==> src/rtl/my_mem_pkg.sv <==
// my_mem_pkg: shared widths, store entry layout and parity helper
package my_mem_pkg;
    localparam int ADDR_W = 16;
    localparam int DATA_W = 8;

    typedef struct packed {
        logic              valid;
        logic [ADDR_W-1:0] addr;
        logic [DATA_W:0]   data;
    } mem_entry_t;

    function automatic logic parity(input logic [DATA_W-1:0] d);
        return ^d;
    endfunction
endpackage

==> src/rtl/my_mem_cam.sv <==
// my_mem_cam: combinational associative lookup and lowest-free-slot search
module my_mem_cam
    import my_mem_pkg::*;
#(
    parameter int NUM_ENTRIES = 16,
    localparam int IDX_W = $clog2(NUM_ENTRIES)
) (
    input  mem_entry_t        i_entries [NUM_ENTRIES],
    input  logic [ADDR_W-1:0] i_address,
    output logic              o_hit,
    output logic [IDX_W-1:0]  o_hit_idx,
    output logic              o_free_avail,
    output logic [IDX_W-1:0]  o_free_idx
);
    // Scan downwards so the lowest-index invalid entry is the one left in o_free_idx
    always_comb begin
        o_hit        = 1'b0;
        o_hit_idx    = '0;
        o_free_avail = 1'b0;
        o_free_idx   = '0;
        for (int i = NUM_ENTRIES - 1; i >= 0; i--) begin
            if (i_entries[i].valid && i_entries[i].addr == i_address) begin
                o_hit     = 1'b1;
                o_hit_idx = IDX_W'(i);
            end
            if (!i_entries[i].valid) begin
                o_free_avail = 1'b1;
                o_free_idx   = IDX_W'(i);
            end
        end
    end
endmodule

==> src/rtl/my_mem_responder.sv <==
// my_mem_responder: sparse byte store with parity, one-cycle read response, error counting
module my_mem_responder
    import my_mem_pkg::*;
#(
    parameter int NUM_ENTRIES = 16,
    parameter int CNT_W = 32
) (
    input  logic              clk,
    input  logic              rst,
    input  logic              write,
    input  logic              read,
    input  logic [ADDR_W-1:0] address,
    input  logic [DATA_W-1:0] data_in,
    output logic [DATA_W:0]   data_out,
    output logic              rd_valid,
    output logic              rd_miss,
    output logic              wr_drop,
    output logic              conflict,
    output logic [CNT_W-1:0]  error_count
);
    localparam int IDX_W = $clog2(NUM_ENTRIES);

    mem_entry_t       r_entries [NUM_ENTRIES];
    logic [DATA_W:0]  r_data_out;
    logic             r_rd_valid;
    logic             r_rd_miss;
    logic             r_wr_drop;
    logic             r_conflict;
    logic [CNT_W-1:0] r_error_count;

    logic             w_hit;
    logic [IDX_W-1:0] w_hit_idx;
    logic             w_free_avail;
    logic [IDX_W-1:0] w_free_idx;
    logic             w_wr_only;
    logic             w_rd_only;
    logic             w_conf;
    logic             w_drop;

    my_mem_cam #(.NUM_ENTRIES(NUM_ENTRIES)) u_cam (
        .i_entries   (r_entries),
        .i_address   (address),
        .o_hit       (w_hit),
        .o_hit_idx   (w_hit_idx),
        .o_free_avail(w_free_avail),
        .o_free_idx  (w_free_idx)
    );

    assign w_wr_only = write & ~read;
    assign w_rd_only = read & ~write;
    assign w_conf    = write & read;
    assign w_drop    = w_wr_only & ~w_hit & ~w_free_avail;

    // Store update: overwrite on hit, otherwise allocate the lowest free entry
    always_ff @(posedge clk) begin
        if (rst) begin
            for (int i = 0; i < NUM_ENTRIES; i++) r_entries[i] <= '0;
        end else if (w_wr_only) begin
            if (w_hit) r_entries[w_hit_idx].data <= {parity(data_in), data_in};
            else if (w_free_avail) r_entries[w_free_idx] <= '{1'b1, address, {parity(data_in), data_in}};
        end
    end

    // Registered read response, event pulses and saturating error counter
    always_ff @(posedge clk) begin
        if (rst) begin
            r_data_out    <= '0;
            r_rd_valid    <= 1'b0;
            r_rd_miss     <= 1'b0;
            r_wr_drop     <= 1'b0;
            r_conflict    <= 1'b0;
            r_error_count <= '0;
        end else begin
            r_rd_valid <= w_rd_only;
            r_rd_miss  <= w_rd_only & ~w_hit;
            r_wr_drop  <= w_drop;
            r_conflict <= w_conf;
            if (w_rd_only) r_data_out <= w_hit ? r_entries[w_hit_idx].data : '0;
            if ((w_conf | w_drop) && !(&r_error_count)) r_error_count <= r_error_count + CNT_W'(1);
        end
    end

    // A response pending when reset arrives is suppressed rather than presented
    assign rd_valid    = r_rd_valid & ~rst;
    assign rd_miss     = r_rd_miss & ~rst;
    assign data_out    = r_data_out;
    assign wr_drop     = r_wr_drop;
    assign conflict    = r_conflict;
    assign error_count = r_error_count;
endmodule

==> config.mk <==
export PLATFORM = sky130hd
export DESIGN_NAME = my_mem_responder
export DESIGN_NICKNAME = d
export VERILOG_FILES = /design/src/rtl/my_mem_pkg.sv /design/src/rtl/my_mem_cam.sv /design/src/rtl/my_mem_responder.sv
export SDC_FILE = /design/constraint.sdc
export NUM_CORES = 1
export LEC_CHECK = 0
export ABC_AREA = 1
export ABC_CLOCK_PERIOD_IN_PS = 6250
export CELL_PAD_IN_SITES_DETAIL_PLACEMENT = 0
export CELL_PAD_IN_SITES_GLOBAL_PLACEMENT = 1
export CORE_MARGIN = 4
export CORE_UTILIZATION = 49
export DETAILED_ROUTE_END_ITERATION = 6
export GPL_TIMING_DRIVEN = 0
export PLACE_DENSITY = 0.83
export SYNTH_ARGS = -nofsm -noshare
export SYNTH_HDL_FRONTEND = slang
export SYNTH_SLANG_ARGS = --single-unit
==> constraint.sdc <==
create_clock -name clk -period 6.25 [get_ports clk]
set_input_delay 0.625 -clock clk [delete_from_list [all_inputs] [get_ports clk]]
set_output_delay 0.625 -clock clk [all_outputs]
set_load 0.005 [all_outputs]
After elaboration in Yosys (flattened, before gate mapping)
Cells that the tools add are included.

$add $sub $neg: 1. $lt $le $gt $ge: 4. Equality and inequality tests: 16. Muxes and demuxes: 76. Bitwise operators: 16. Reduce and logical (&&, ||, !) cells: 24.

Operators by type and width (number): bitwise mux 416 bit (2); two-way mux 416 bit (2); == test 16 bit (16); demux 26 bit (select 4 bit) (2); two-way mux 4 bit (32); binary-select mux 26 bit (select 4 bit) (1); two-way mux 9 bit (4); adder 32 x 1 -> 32 bit (second input constant) (1); two-way mux 1 bit (32); AND reduction 32 bit (1); two-way mux 26 bit (1); logical AND 1 bit (19); greater-or-equal comparator 5 bit (second input constant) (2); < comparator 5 x 1 -> 1 bit (second input constant) (2); NOT 4 -> 5 bit (2); AND 1 bit (8); XOR reduction 8 bit (1); NOT 1 bit (5); AND reduction 2 bit (1); nonzero test 2 bit (1); zero test 1 bit (1); bitwise OR 1 bit (1).

Bits in registers: 461. Output and inout bits: 45.

Depth between registers and ports, before layout
Gate-level depths: netlist of the first run.

Depth in word-level cells: 25. Gate-level depth with buffers: 34.

By module
A second synthesis of the first run with hierarchy kept.

Cells, all modules: 3081. Area, all modules: 21702.1 um2.

By module, submodules not included: my_mem_responder (times used 1, cells each 2377, area each 17972.2 um2); my_mem_cam (times used 1, cells each 704, area each 3729.8 um2).

Worst setup path before layout of the first run
OpenSTA, ideal clock, no wires.

Path kind: input port to flip-flop. Start point: input port address[6]. End point: register r_entries[397] in the netlist's numbering. Setup time: 0.119 ns. Data arrival time: 2.975 ns. Data required time: 6.131 ns. Path slack: 3.155 ns. Cell stages on the path: 25. Path buffers: 3. Cell sequence: buf_4 > inv_2 > buf_2 > nor2_2 > nor3_1 > nand2_1 > nor2_1 > nand3_1 > nand2_1 > nor2_4 > nand2_4 > nor4_4 > nand2_1 > nand2_1 > inv_2 > nand4_1 > nor2_1 > inv_2 > nor2_2 > inv_2 > nand2_1 > inv_2 > buf_2 > o21ai_0 > a21oi_1.

Word-level cells in the longest chain between the ends: 25. Elaborated cells between the ends (all ways): 74. Classes of those cells: order compare: 2; eq/ne: 16; mux: 36; bitwise: 1; reduce/logical: 19.

RTL lines: from (decl) (line my_mem_responder.sv:12) `input logic [ADDR_W-1:0] address,`; == test 16 bit (line my_mem_cam.sv:22) `if (i_entries[i].valid && i_entries[i].addr == i_address) begin`; logical AND 1 bit (line my_mem_cam.sv:22); two-way mux 4 bit (16 in a row) (line my_mem_cam.sv:22); NOT 4 -> 5 bit (not written as such) (line my_mem_responder.sv:59) `if (w_hit) r_entries[w_hit_idx].data <= {parity(data_in), data_in};`; greater-or-equal comparator 5 bit (not written as such) / < comparator 5 x 1 -> 1 bit (equally long branches) (line my_mem_responder.sv:59); logical AND 1 bit (not written as such) (line my_mem_responder.sv:59); two-way mux 9 bit (not written as such) (line my_mem_responder.sv:59); demux 26 bit (select 4 bit) (line my_mem_responder.sv:59); bitwise mux 416 bit (line my_mem_responder.sv:59); two-way mux 416 bit (line my_mem_responder.sv:59); to (signal, indexed assignment) (line my_mem_responder.sv:60) `else if (w_free_avail) r_entries[w_free_idx] <= '{1'b1, address, {parity(data_in), data_in}};`; to (decl) (line my_mem_responder.sv:23) `mem_entry_t r_entries [NUM_ENTRIES];`.

Parallel ways exist; a longest one is shown, timed or not. A chain may end at the register's enable or synchronous reset.

Final worst setup path of the first run
Start point: input port address[5]. End point: register r_data_out[6], in the netlist data_out[6].

Word-level cells in the longest chain between the ends: 23. Elaborated cells between the ends (all ways): 69. Classes of those cells: eq/ne: 16; mux: 36; bitwise: 1; reduce/logical: 16.

RTL lines: == test 16 bit (line my_mem_cam.sv:22); logical AND 1 bit (line my_mem_cam.sv:22); two-way mux 4 bit (16 in a row) (line my_mem_cam.sv:22); NOT 4 -> 5 bit (not written as such) (line my_mem_responder.sv:78) `if (w_rd_only) r_data_out <= w_hit ? r_entries[w_hit_idx].data : '0;`; binary-select mux 26 bit (select 4 bit) (line my_mem_responder.sv:78); two-way mux 9 bit (not written as such) (2 in a row) (line my_mem_responder.sv:78); two-way mux 9 bit * (line my_mem_responder.sv:78); to (signal assigned) (line my_mem_responder.sv:78); to (decl) (line my_mem_responder.sv:24) `logic [DATA_W:0] r_data_out;`.

Every way passes the cells marked *; elsewhere a longest branch is shown, timed or not. The select of a mux whose other input is x is not followed.

==> metrics.md, run 1 <==
| Metric | Value |
|---|---|
| Worst VDD drop | 0.000237 V |
| Clock root cell | clkbuf_16 |
| CP peak stage delay | 0.81 ns |
| H-tree levels | 2 |
| Clk sinks | about 460 |
| Comb power frac | 9.6% |
| Post-CTS setup buffers | 0 |
| Area grow syn2layout | 13.3% |
| Pre-CTS WS | 0.525 ns |
| Yosys top cell by area | dfxtp_1 |
| HPWL after DPL | 78700 um |
| Post-synthesis sequential area ratio | 38.4% |
| Synth warn | 0 |
| # rows | 80 |
| Die area | 0.0527 mm2 |
| Synth cell types | 58 |
| Routed WL | 111000 um |
| Hold bufs inserted after CTS | 0 |
| Io pins | 73 |
| RSZ-0062 raised after global routing | false |
| Post-route clock period utilization | 86.3% |
| # port buffers | 65 |
| Cells along the critical path | clkdlybuf4s50_1, inv_2, buf_6, buf_4, o21ai_0, a211oi_1, nand3_1, a2111oi_0, nand4_1, nand2_1, inv_1, nand2_1, nand4_1, o22ai_1, o21ai_0, nand3_1, a21oi_1 |
| Fin nets | 3704 |
| Die Span Y | 230 um |
| Clock Skews | 0.0175 ns |
| Minimum period implied by the final worst setup slack | 5.39 ns |
| Largest net degree at the start of global routing | 13 |
| Run status | finished, final reports clean |
| Slowest CP cell | clkdlybuf4s50_1 |
| Max-cap violation count | 0 |
| Share of the synthesized area in the top cell type | 38.4% |
| Grt ovf | 0 |
| Final WS setup | 0.857 ns |
| Clock buffer depth | 3 |
| CP Class | in -> reg |
| Reg clk slew, reported paths | about 0.06 ns |
| Initial antenna violation count | 5 |
| Syn Nets | about 3600 |
| Hold slack | about 0.45 ns |
| TritonRoute pass-1 iters | 6 |
| Total power draw | between 6000 and 7000 uW |
| CP bufs+invs | 5 |
| Total negative slack | 0 ns |
| CP Data Arrival Time | between 5 and 6 ns |
| Die width | 230 um |
| Power density over the cells | 249 mW/mm2 |
| Sw frac | between 20% and 30% |
| Drt initial violations | 3104 |
| CORE AREA | about 0.048 mm2 |
| Vias in the first global route | 24763 |
| Num CTS Buffers | slightly above 50 |
| Synthesized area | between 0.02 and 0.025 mm2 |
| CP max FO | 10 |
| Clk_lat worst skew | between 0.6 and 0.7 ns |
| Clock share of power | 46.6% |
| DRC | 0 |
| Leakage | 0.0105 uW |
| Worst min-delay path class | reg -> reg |
| Final Non-Filler Cells | ~4400 |
| Crit path required time | 6.68 ns |
| Crit-path leading delay family | buffers and inverters |
| Net Sw Power | 1800 uW |
| Slew Limit Fails | 0 |
| Async SR Flop Fraction | 0% |
| Top_reg_cell synth | dfxtp_1 |
| Inst Count DP | 4278 |
| Layout cells sized above 1 | 7.29% |
| Slew margin rel. | 6.43% |
| Starting Density | 50.0% |
| Nature of the critical path startpoint | input port |
| CTS tree | done |
| GP Congestion | about 1.0 |
| Synth Instances | 3557 |
| Setup-failing EPs final | 0 |
| Pint | 4980 uW |
| Crit path capture type | flop |
| Synthesized area per cell | 6.76 um2 |
| Count of flip-flops with a built-in enable after synthesis | 0 |
| Most common cell after layout, fill and taps aside | nand2_1 |
| Most frequent cells in the layout | 528 x nand2_1, 464 x o21ai_0, 461 x dfxtp_1 |
| Worst slew pin tran | between 1 and 1.5 ns |
| # resized after CTS | 0 |
| Final Hold Vio Count | 0 |
| Flops & latches, synth | 461 |
| Post-DRT Antenna Nets | 0 |
| Part of the power in registers | 43.8% |
| Vias per cell | 6.11 |
| GR Util All Layers | 40.1% |
| WL/cell | 25.3 um |
| Synth area leaders | dfxtp_1 38%, o21ai_0 9.7%, a21oi_1 9.2% |
| Global-route wire length before repair | 159000 um |
| FMAX | 185 MHz |
| Vias | 26728 |
[area by class of cell]
cell class              count  area (um2)
fillers                  4799       20900
multi-input cells        2455       12100
flip-flops and latches    461        9230
inverters                 410        1550
clock buffers              78        1510
plain buffers             231        1160
well taps                 656         821
repair buffers             65         651
clock inverters            15         209
diodes                      2        5.00
[Yosys cell counts, types with 3 or more instances]
master / instances
o21ai_1: 51
and3_1: 7
xor2_1: 44
nor4b_1: 6
buf_2: 54
buf_4: 27
clkbuf_1: 130
nand4_1: 95
a31oi_1: 3
a2111oi_0: 3
nor3_1: 72
buf_1: 3
nand2_2: 9
or2_1: 11
nor2_2: 15
nor3b_1: 13
inv_4: 3
buf_6: 17
dfxtp_1: 461
or2_0: 5
inv_1: 373
a21oi_4: 3
o211ai_1: 4
nand3_1: 106
o22ai_1: 60
o21ai_0: 464
nand2_1: 528
o221ai_1: 3
inv_2: 34
nor2_4: 7
nor4_1: 23
nand3_2: 5
nor2_1: 392
or2_2: 8
nand3b_1: 5
o2111ai_1: 3
a211oi_1: 12
a21oi_1: 444
a221oi_1: 5
xnor2_1: 26
[sequential cells by signal, indices dropped and copies added (netlist names)]
| register | count |
|---|---|
| conflict | 1 |
| data_out | 9 |
| error_count | 32 |
| r_entries | 416 |
| r_rd_miss | 1 |
| r_rd_valid | 1 |
| wr_drop | 1 |
[power by group through the flow]
stage / logic, uW / clock network (uW) / registers [uW]
finish: 650 / 3160 / 2970
global route: 668 / 3280 / 2970
CTS: 619 / 3160 / 2970
detailed placement: 617 / 0 / 3040
global placement: 615 / 0 / 3040
floorplan: 332 / 0 / 3030
[per-layer routing]
layer  up-vias  part of all wire [%]  GRT usage [%]
li1      12083                     -              -
met1     12513                    38           51.1
met2      1741                    43           62.1
met3       389                    11           8.34
met4         2                   7.3           24.7
met5         -                 0.012              0
[tightest hold or removal path, delay by kind of cell, from the launching register on]
family	cells	cell delay [ns]
buffers and inverters	1	0.05
DFF	1	0.31
AOI/OAI and AO/OA	1	0.05
[cells by family after synthesis]
kind of cell    share of synthesized area [%]
buf+inv                                  11.3
xor+xnor                                 2.55
simple gates                             24.6
compound gates                           23.2
flops                                    38.4
fa+ha+maj                              0.0520
[worst paths after layout]
kind                                     from                          end  slack [ns]  cells after the start
setup / recovery                   address[5]     data_out[6]$_SDFFE_PP0P_        0.86                     17
hold reg to reg   r_entries[345]$_SDFFE_PP0P_  r_entries[345]$_SDFFE_PP0P_        0.45                      2
setup reg to reg  r_entries[103]$_SDFFE_PP0P_  r_entries[292]$_SDFFE_PP0P_        2.05                     24
hold / removal    r_entries[345]$_SDFFE_PP0P_  r_entries[345]$_SDFFE_PP0P_        0.45                      2
[stage by stage]
stage / utilization (%) / cell area (um2)
4_1_cts: 56.6 / 27200
5_1_grt: 56.6 / 27200
6_report: 56.6 / 27300
2_1_floorplan: - / 24100
3_5_place_dp: 53.0 / 25500
3_3_place_gp: 53.0 / 25500
Power figures use the tool's default switching activity.
==> run 2, diff against run 1 <==
GPL_TIMING_DRIVEN = unset   (was 0)
PLACE_DENSITY = 0.86   (was 0.83)
==> metrics.md, run 2 (synthesis gave the netlist of run 1 again) <==
| Metric | Value |
|---|---|
| Run status | finished, final reports clean |
| Final Non-Filler Cells | 4210 |
| Post-DRT Antenna Nets | 0 |
| CP max FO | 31 |
| CP peak stage delay | about 0.76 ns |
| Most used cell along the critical path | nand2_1 |
| Fin nets | between 3000 and 4000 |
| Setup-failing EPs final | 0 |
| Clock buffer depth | 3 |
| Grt ovf | 0 |
| Total negative slack | 0 ns |
| Sequential cell area | just over 0.009 mm2 |
| Post-placement cell area | 0.0249 mm2 |
| WL/cell | about 20 um |
| Reg clk slew, reported paths | 0.06 ns |
| Hold slack | 0.448 ns |
| Clock Skews | 0.0298 ns |
| Area grow syn2layout | 11.4% |
| Die area | about 0.053 mm2 |
| FF-to-FF End | r_entries[59]$_SDFFE_PP0P_ |
| Die width | between 200 and 250 um |
| Post-route clock period utilization | 77.6% |
| HPWL after DPL | 54900 um |
| # rows | 80 |
| Drt initial violations | 2275 |
| # resized after CTS | 0 |
| Initial antenna violation count | 1 |
| Area of the multi-input gates | about 0.012 mm2 |
| Vias | 23862 |
| H-tree levels | 2 |
| Crit path capture type | flop |
| Most frequent cells in the layout | 528 x nand2_1, 464 x o21ai_0, 461 x dfxtp_1 |
| Crit-path leading delay family | simple AND/OR/NAND/NOR gates |
| Vias per cell | 5.67 |
| Worst VDD drop | 0.000182 V |
| Register name with the most flops | r_entries |
| Inst Count DP | 4113 |
| Power density over the cells | 256 mW/mm2 |
| Diode count | 0 |
| RSZ-0062 raised after global routing | false |
| Slew margin rel. | 25.2% |
| Starting Density | 50.0% |
| WHS Endpoint | r_entries[130]$_SDFFE_PP0P_ |
| Worst min-delay path class | reg -> reg |
| Slowest CP cell | clkdlybuf4s50_1 |
| Nature of the critical path startpoint | input port |
| Vias in the first global route | 22268 |
| Worst r2r src | r_entries[77]$_SDFFE_PP0P_ |
| Leakage | 0.0103 uW |
| R2R depth | 25 |
| Global-route wire length before repair | between 100000 and 150000 um |
| CP Class | in -> reg |
| Io pins | 73 |
| CTS tree | done |
| Hold bufs inserted after CTS | 0 |
| GP Congestion | 0.923 |
| Reg2Reg Setup Slack | 2.33 ns |
| Most common cell after layout, fill and taps aside | nand2_1 |
| Num CTS Buffers | 53 |
| CORE AREA | ~0.048 mm2 |
| # port buffers | 72 |
| Slew Limit Fails | 0 |
| Clock root cell | clkbuf_16 |
| Final Hold Vio Count | 0 |
| Final core utilization | 55.7% |
| Number of cells on the critical path | 18 |
| TritonRoute pass-1 iters | 6 |
| Cell area after layout | 0.0268 mm2 |
| HP Start | r_entries[130]$_SDFFE_PP0P_ |
| DRC | 0 |
| Minimum period implied by the final worst setup slack | 4.85 ns |
| Cells along the critical path | clkdlybuf4s50_1, inv_2, buf_4, or2_1, o2111ai_1, nor4_1, nand3_1, nand2_1, o21bai_1, nand2_1, nand3_2, nand2_1, o21ai_1, nor2_1, nor2_1, nor2_1, nand2_1, a21oi_1 |
| CP bufs+invs | 3 |
| Routed WL | 82700 um |
| Die Span Y | 230 um |
| GR Util All Layers | between 30% and 40% |
| Crit path required time | 6.76 ns |
| Clk_lat worst skew | between 0.6 and 0.7 ns |
| Largest register FFs | between 400 and 500 |
| Layout cells sized above 1 | 7.06% |
| Fillers | 4752 |
| Clk sinks | approximately 460 |
| CP Data Arrival Time | ~5.4 ns |
| FMAX | 206 MHz |
| Worst slew pin tran | 1.12 ns |
| Post-CTS setup buffers | 0 |
| Largest net degree at the start of global routing | 208 |
| Hold Crit Depth | 2 |
| Max-cap violation count | 0 |
[run 2: changes by cell type in the layout (fill, tap and decap cells not counted), sizes merged]
cell,previous run,this run
buf,101,60
bufinv,5,10
clkbuf,208,72
clkdlybuf4s50,65,71
clkinv,8,9
clkinvlp,2,4
diode,2,0
inv,410,412
[run 2: worst register-to-register path, delay by kind of cell, from the launching register on]
| family | cells | cell delay, ns |
|---|---|---|
| buffers and inverters | 1 | 0.20 |
| AND/OR/NAND/NOR | 20 | 2.44 |
| AO/OA/AOI/OAI | 4 | 0.65 |
| flip-flops | 1 | 0.51 |
[run 2: where the power goes]
| part | leakage, uW | switching (uW) | internal (uW) | total [uW] |
|---|---|---|---|---|
| Sequential | 0.00372 | 13.7 | 2960 | 2970 |
| Combinational | 0.00571 | 379 | 143 | 521 |
| Clock | 0.000910 | 1300 | 2070 | 3360 |
| Total | 0.0103 | 1690 | 5170 | 6860 |
[run 2: area by class of cell]
type,count,area share (%)
Multi-Input combinational cell,2455,45.3
Timing Repair Buffer,131,4.37
Clock buffer,72,5.51
Tap cell,656,3.06
Inverter,410,5.80
Sequential cell,461,34.4
Clock inverter,25,1.48
[run 2: worst max-delay path by stage]
| stage | start | to | slack (ns) |
|---|---|---|---|
| final | address[15] | data_out[3]$_SDFFE_PP0P_ | 1.40 |
| after global routing | address[15] | r_entries[109]$_SDFFE_PP0P_ | 1.24 |
| after CTS | address[15] | data_out[3]$_SDFFE_PP0P_ | 1.64 |
| after detailed placement | address[0] | data_out[4]$_SDFFE_PP0P_ | 1.00 |
| after global placement | address[0] | data_out[4]$_SDFFE_PP0P_ | 1.08 |
| after floorplan | address[6] | r_entries[397]$_SDFFE_PP0P_ | 3.16 |
[run 2: metal layers]
layer	up-vias	track usage (%)	share of wire (%)	routed length, um
met4	0	11.9	4.0	3320
li1	11763	-	-	-
met2	847	50.9	46	38300
met5	-	0	0	0
met1	11067	39.5	43	35700
met3	185	4.03	6.5	5340
[run 2: metrics by stage]
stage	power (uW)	setup slack, ns
6_report	6860	1.40
5_1_grt	7060	1.24
4_1_cts	6900	1.64
3_5_place_dp	3550	1.00
3_3_place_gp	3540	1.08
2_1_floorplan	3370	3.16
